$ cat config.mk
export PLATFORM = sky130hd
export DESIGN_NAME = seu_pulse_injector
export DESIGN_NICKNAME = d
export VERILOG_FILES = /design/src/rtl/seu_pulse_injector.sv
export SDC_FILE = /design/constraint.sdc
export NUM_CORES = 1
export LEC_CHECK = 0
export ABC_AREA = 1
export BUFFER_PORTS_ARGS = -buffer_cell sky130_fd_sc_hd__clkbuf_2
export CAP_MARGIN = 40
export CORE_ASPECT_RATIO = 0.8
export CORE_MARGIN = 10
export CORE_UTILIZATION = 45
export DETAILED_ROUTE_END_ITERATION = 16
export PLACE_DENSITY = 0.79
export SYNTH_ARGS = -nofsm -noshare
export SYNTH_HDL_FRONTEND = slang
export SYNTH_SLANG_ARGS = --single-unit
$ cat constraint.sdc
create_clock -name clk -period 2.3 [get_ports clk]
set_clock_uncertainty 0.2 [all_clocks]
set_input_delay 0.115 -clock clk [delete_from_list [all_inputs] [get_ports clk]]
set_output_delay 0.115 -clock clk [all_outputs]
set_load 0.1 [all_outputs]
$ cat src/rtl/seu_pulse_injector.sv
// Emits bursts of active-low SEU-like pulses on a registered output for counter self-test.
// Latency: first low cycle is the cycle after start accept; done is 1 cycle after the final gap.
// Backpressure: none; start is ignored while busy and abort only shortens the running burst.
module seu_pulse_injector #(
    parameter int CNT_W   = 32,
    parameter int WIDTH_W = 8,
    parameter int GAP_W   = 16,
    parameter int MIN_GAP = 12
) (
    input  logic               clk,
    input  logic               rst,
    input  logic               start,
    input  logic               abort,
    input  logic [CNT_W-1:0]   burst_len,
    input  logic [WIDTH_W-1:0] pulse_width,
    input  logic [GAP_W-1:0]   gap,
    output logic               seu_n,
    output logic               busy,
    output logic               done,
    output logic [CNT_W-1:0]   sent_count
);

    typedef enum logic [1:0] {S_IDLE, S_LOW, S_GAP, S_FIN} state_t;

    localparam logic [GAP_W-1:0] MIN_GAP_V = GAP_W'(MIN_GAP);

    state_t             state_q;
    logic               seu_n_q;
    logic               busy_q;
    logic               done_q;
    logic               abort_q;
    logic [CNT_W-1:0]   sent_q;
    logic [CNT_W-1:0]   n_q;
    logic [WIDTH_W-1:0] w_q;
    logic [GAP_W-1:0]   g_q;
    logic [WIDTH_W-1:0] low_cnt_q;
    logic [GAP_W-1:0]   gap_cnt_q;

    logic [WIDTH_W-1:0] w_d;
    logic [GAP_W-1:0]   g_d;
    logic [CNT_W-1:0]   sent_inc_d;
    logic               more_d;

    always_comb begin
        w_d        = (pulse_width == '0) ? WIDTH_W'(1) : pulse_width;
        g_d        = (gap < MIN_GAP_V) ? MIN_GAP_V : gap;
        sent_inc_d = (&sent_q) ? sent_q : sent_q + CNT_W'(1);
        more_d     = (sent_q < n_q);
    end

    always_ff @(posedge clk) begin
        if (rst) begin
            state_q   <= S_IDLE;
            seu_n_q   <= 1'b1;
            busy_q    <= 1'b0;
            done_q    <= 1'b0;
            abort_q   <= 1'b0;
            sent_q    <= '0;
            n_q       <= '0;
            w_q       <= '0;
            g_q       <= '0;
            low_cnt_q <= '0;
            gap_cnt_q <= '0;
        end else begin
            done_q <= 1'b0;
            case (state_q)
                S_IDLE: begin
                    if (start) begin
                        n_q     <= burst_len;
                        w_q     <= w_d;
                        g_q     <= g_d;
                        abort_q <= 1'b0;
                        busy_q  <= 1'b1;
                        if (burst_len == '0) begin
                            sent_q  <= '0;
                            state_q <= S_FIN;
                        end else begin
                            // entering LOW from a cleared count: first pulse counts as 1
                            sent_q    <= CNT_W'(1);
                            seu_n_q   <= 1'b0;
                            low_cnt_q <= w_d;
                            state_q   <= S_LOW;
                        end
                    end
                end
                S_LOW: begin
                    if (abort || low_cnt_q == WIDTH_W'(1)) begin
                        seu_n_q   <= 1'b1;
                        gap_cnt_q <= g_q;
                        abort_q   <= abort_q | abort;
                        state_q   <= S_GAP;
                    end else begin
                        low_cnt_q <= low_cnt_q - WIDTH_W'(1);
                    end
                end
                S_GAP: begin
                    abort_q <= abort_q | abort;
                    if (gap_cnt_q == GAP_W'(1)) begin
                        if (abort_q || abort || !more_d) begin
                            state_q <= S_FIN;
                        end else begin
                            seu_n_q   <= 1'b0;
                            low_cnt_q <= w_q;
                            sent_q    <= sent_inc_d;
                            state_q   <= S_LOW;
                        end
                    end else begin
                        gap_cnt_q <= gap_cnt_q - GAP_W'(1);
                    end
                end
                S_FIN: begin
                    done_q  <= 1'b1;
                    busy_q  <= 1'b0;
                    state_q <= S_IDLE;
                end
                default: state_q <= S_IDLE;
            endcase
        end
    end

    assign seu_n      = seu_n_q;
    assign busy       = busy_q;
    assign done       = done_q;
    assign sent_count = sent_q;

endmodule

==> impl_metrics.ini <==
[status]
status = finished, final reports clean

[synth]
yosysMostFrequentCell = nand2_1
synth_top_area_share_pct = 34.21
ys_ff_latch = 118
syn_avg_cell_area_um2 = 6.570
yosysWarnings = 0
synth_cells = 1051
synthTopCellsByCount = nand2_1 (219), nor2_1 (126), dfxtp_1 (118), inv_1 (118), a21oi_1 (113)
syn_nets = 1151
seq_area_frac_synth_pct = 34.21
synth_edf_count = 0
synth_area_um2 = 6905
synth_cell_types = 39
synthFlopType = dfxtp_1
yosys.area.top_type = dfxtp_1
synthTopCellsByArea = dfxtp_1 (34%), nand2_1 (12%), a21oi_1 (8.2%)
synthArstFlopShare_pct = 0

[clock_tree]
clk_path_buf_depth = 2
cts-buffers-inserted = 17
clock-sinks = 118
clkLatencyLatePin_ps = 420
clk_pin_slew_worst_paths_ps = 60
cts_tree = yes
cts_root_buf = clkbuf_16
h-tree-depth = 4

[sta]
fin_crit_sh_pct = 99.04
tns_ps = 0
slew_headroom_pct = 62.51
whs_ps = 62.36
finalCriticalPeriod_ps = 2278
finalMaxSlewViolations = 0
finalHoldViolations = 0
worstMarginPinSlew_ps = 564.8
clock.fmax_mhz = 439.0
setup_viol = 0
rsz0062_at_grt = true

[grt]
track_usage_pct = 21.94
grt_remaining_overflow = 0
grt_max_degree = 57
grt_pass1_wl_um = 36540
grt_pass1_vias = 7169
antenna_found_initial = 1

[worst_setup_path]
rr_worst_depth = 13
arrival_ps = 2430
startpoint = n_q[25]$_SDFFE_PP0P_
cp.required_ps = 2450
worstSetupStartpointType = flop
path_class = flop to flop
worstSetupEndpointType = flop
worstPathMaxFanout = 6
r2r_end = sent_count[25]$_SDFFE_PP0P_
ff2ff_setup_slack_ps = 20
r2r-start = n_q[25]$_SDFFE_PP0P_

[worst_hold_path]
min_from = abort
hp-class = primary input to flop
hold_depth = 4
min_to = abort_q$_SDFFE_PP0P_

[placement]
io_buffers = 94
place_congestion = 0.9955
placement.cell_area_um2 = 8093
dpl.hpwl_um = 15280

[drt]
drt_iter0_drc = 684
ant_nets = 0
drc_errors = 0
drt_wl_total_um = 23210
vias_per_cell = 5.358
dr_total_vias = 7860
post_drt_wl_per_cell_um = 15.82
first_pass_iters = 5

[power_and_ir_drop]
powerDensity_nw_per_um2 = 1430
p_total_mw = 14.43
irDropWorstVdd_v = 0.0008237
power_leakage_nw = 4.273

[die]
die_y_um = 130.8
die_w_um = 158.5
num_rows = 40
io_pins = 95
core_um2 = 15010
start_util_pct = 45.99
dieArea_um2 = 20730

[finish]
final_cell_area_um2 = 10100
fillers = 1197
area_delta_synth_final_pct = 46.20
fin_nets = 1364
drive_gt1_share_pct = 27.33

[flow_run]
maxCapViolations = 0
[cell usage in the layout, fill, tap and decap left out, types with 5 or more instances in the layout]
cell type      instances
clkbuf_16             18
o21ai_0               86
dfxtp_4               31
o21ai_1               11
clkbuf_2              94
or2_2                  5
inv_2                 12
nor2_1               100
nor3_2                 6
buf_4                 58
nor4_1                13
a21oi_1               88
ha_1                  29
nand2_2               13
a22oi_1                6
a31oi_1                8
buf_12                 6
dfxtp_1               80
nand4_1               15
nor3_1                21
nor2_2                17
nand3_1               60
a21oi_2               23
nor2_4                10
dfxtp_2                7
inv_1                106
dlygate4sd3_1         73
xor2_1                 9
clkinvlp_4             5
ha_4                  11
nand2_1              204
[through the flow]
| step | instances | worst slack [ps] | util (%) |
|---|---|---|---|
| 4_1_cts | 1464 | 6.578 | 64.15 |
| 3_3_place_gp | 1355 | -206.5 | 53.90 |
| 2_1_floorplan | 1051 | 10.20 | - |
| 6_report | 1467 | 22.04 | 67.24 |
| 3_5_place_dp | 1355 | -227.7 | 53.90 |
| 5_1_grt | 1467 | -56.16 | 67.24 |
[worst max-delay path, cell delays in order, from the launching register on]
cell	delay (ps)
dfxtp_1	330
inv_2	50
ha_4	220
a21oi_2	180
o21ai_2	80
nand2_1	60
o211ai_1	140
nor2_2	180
nand2_2	90
nand2_4	130
nand2_8	100
buf_12	160
clkbuf_16	160
a21oi_2	130
[logic make-up after synthesis]
family | Yosys count | share of synthesized area (%)
and+or+nand+nor | 477 | 29.53
adders and majority gates | 40 | 7.248
DFF | 118 | 34.21
AOI/OAI and AO/OA | 239 | 18.19
xor gates and xnor gates | 13 | 1.649
buffers and inverters | 164 | 9.168
[power breakdown]
group / switching, mW / internal [mW] / total, mW
clock: 0.991 / 1.83 / 2.82
combinational: 5.43 / 3.07 / 8.50
sequential: 0.398 / 2.72 / 3.11
[per-layer routing]
layer | wire length (um) | vias up | GRT usage, % | part of all wire (%)
li1 | - | 3922 | - | -
met1 | 10400 | 3588 | 29.85 | 45
met2 | 10430 | 322 | 33.42 | 45
met3 | 2084 | 28 | 5.815 | 9.0
met4 | 292 | 0 | 6.253 | 1.3
met5 | 0 | - | 0 | 0
[flip-flops by register name (all words and copies together), names as in the netlist]
register and cells:
sent_count 32, w_q 8, n_q 32, state_q 2
busy 1, seu_n 1, gap_cnt_q 16, low_cnt_q 8
g_q 16, done 1, abort_q 1
[repair_timing]
action	4_1_cts	5_1_grt
buffers inserted	2	2
gates resized for setup	34	105
pin swaps	9	16
setup endpoints to repair	42	57
gates cloned	2	1
hold endpoints to repair	72	0
hold buffers	73	0
[how the worst max path moves through the flow]
stage / to / slack, ps / cells past startpoint
6_report: sent_count[25]$_SDFFE_PP0P_ / 20 / 13
5_1_grt: low_cnt_q[1]$_SDFFE_PP0P_ / -60 / 13
4_1_cts: low_cnt_q[3]$_SDFFE_PP0P_ / 7 / 15
3_5_place_dp: low_cnt_q[4]$_SDFFE_PP0P_ / -230 / 14
3_3_place_gp: sent_count[17]$_SDFFE_PP0P_ / -210 / 14
2_1_floorplan: sent_count[25]$_SDFFE_PP0P_ / 10 / 13
[area by class of cell]
type | count | area (um2) | share of cell area, %
antenna | 1 | 2.502 | 0.02479
clock buffer | 19 | 442.9 | 4.387
clock inverter | 13 | 180.2 | 1.785
inverter | 120 | 457.9 | 4.536
multi-input combinational | 770 | 4434 | 43.92
sequential | 118 | 2487 | 24.64
tap | 189 | 236.5 | 2.342
timing repair buffer | 237 | 1854 | 18.37
Power figures use the tool's default switching activity.
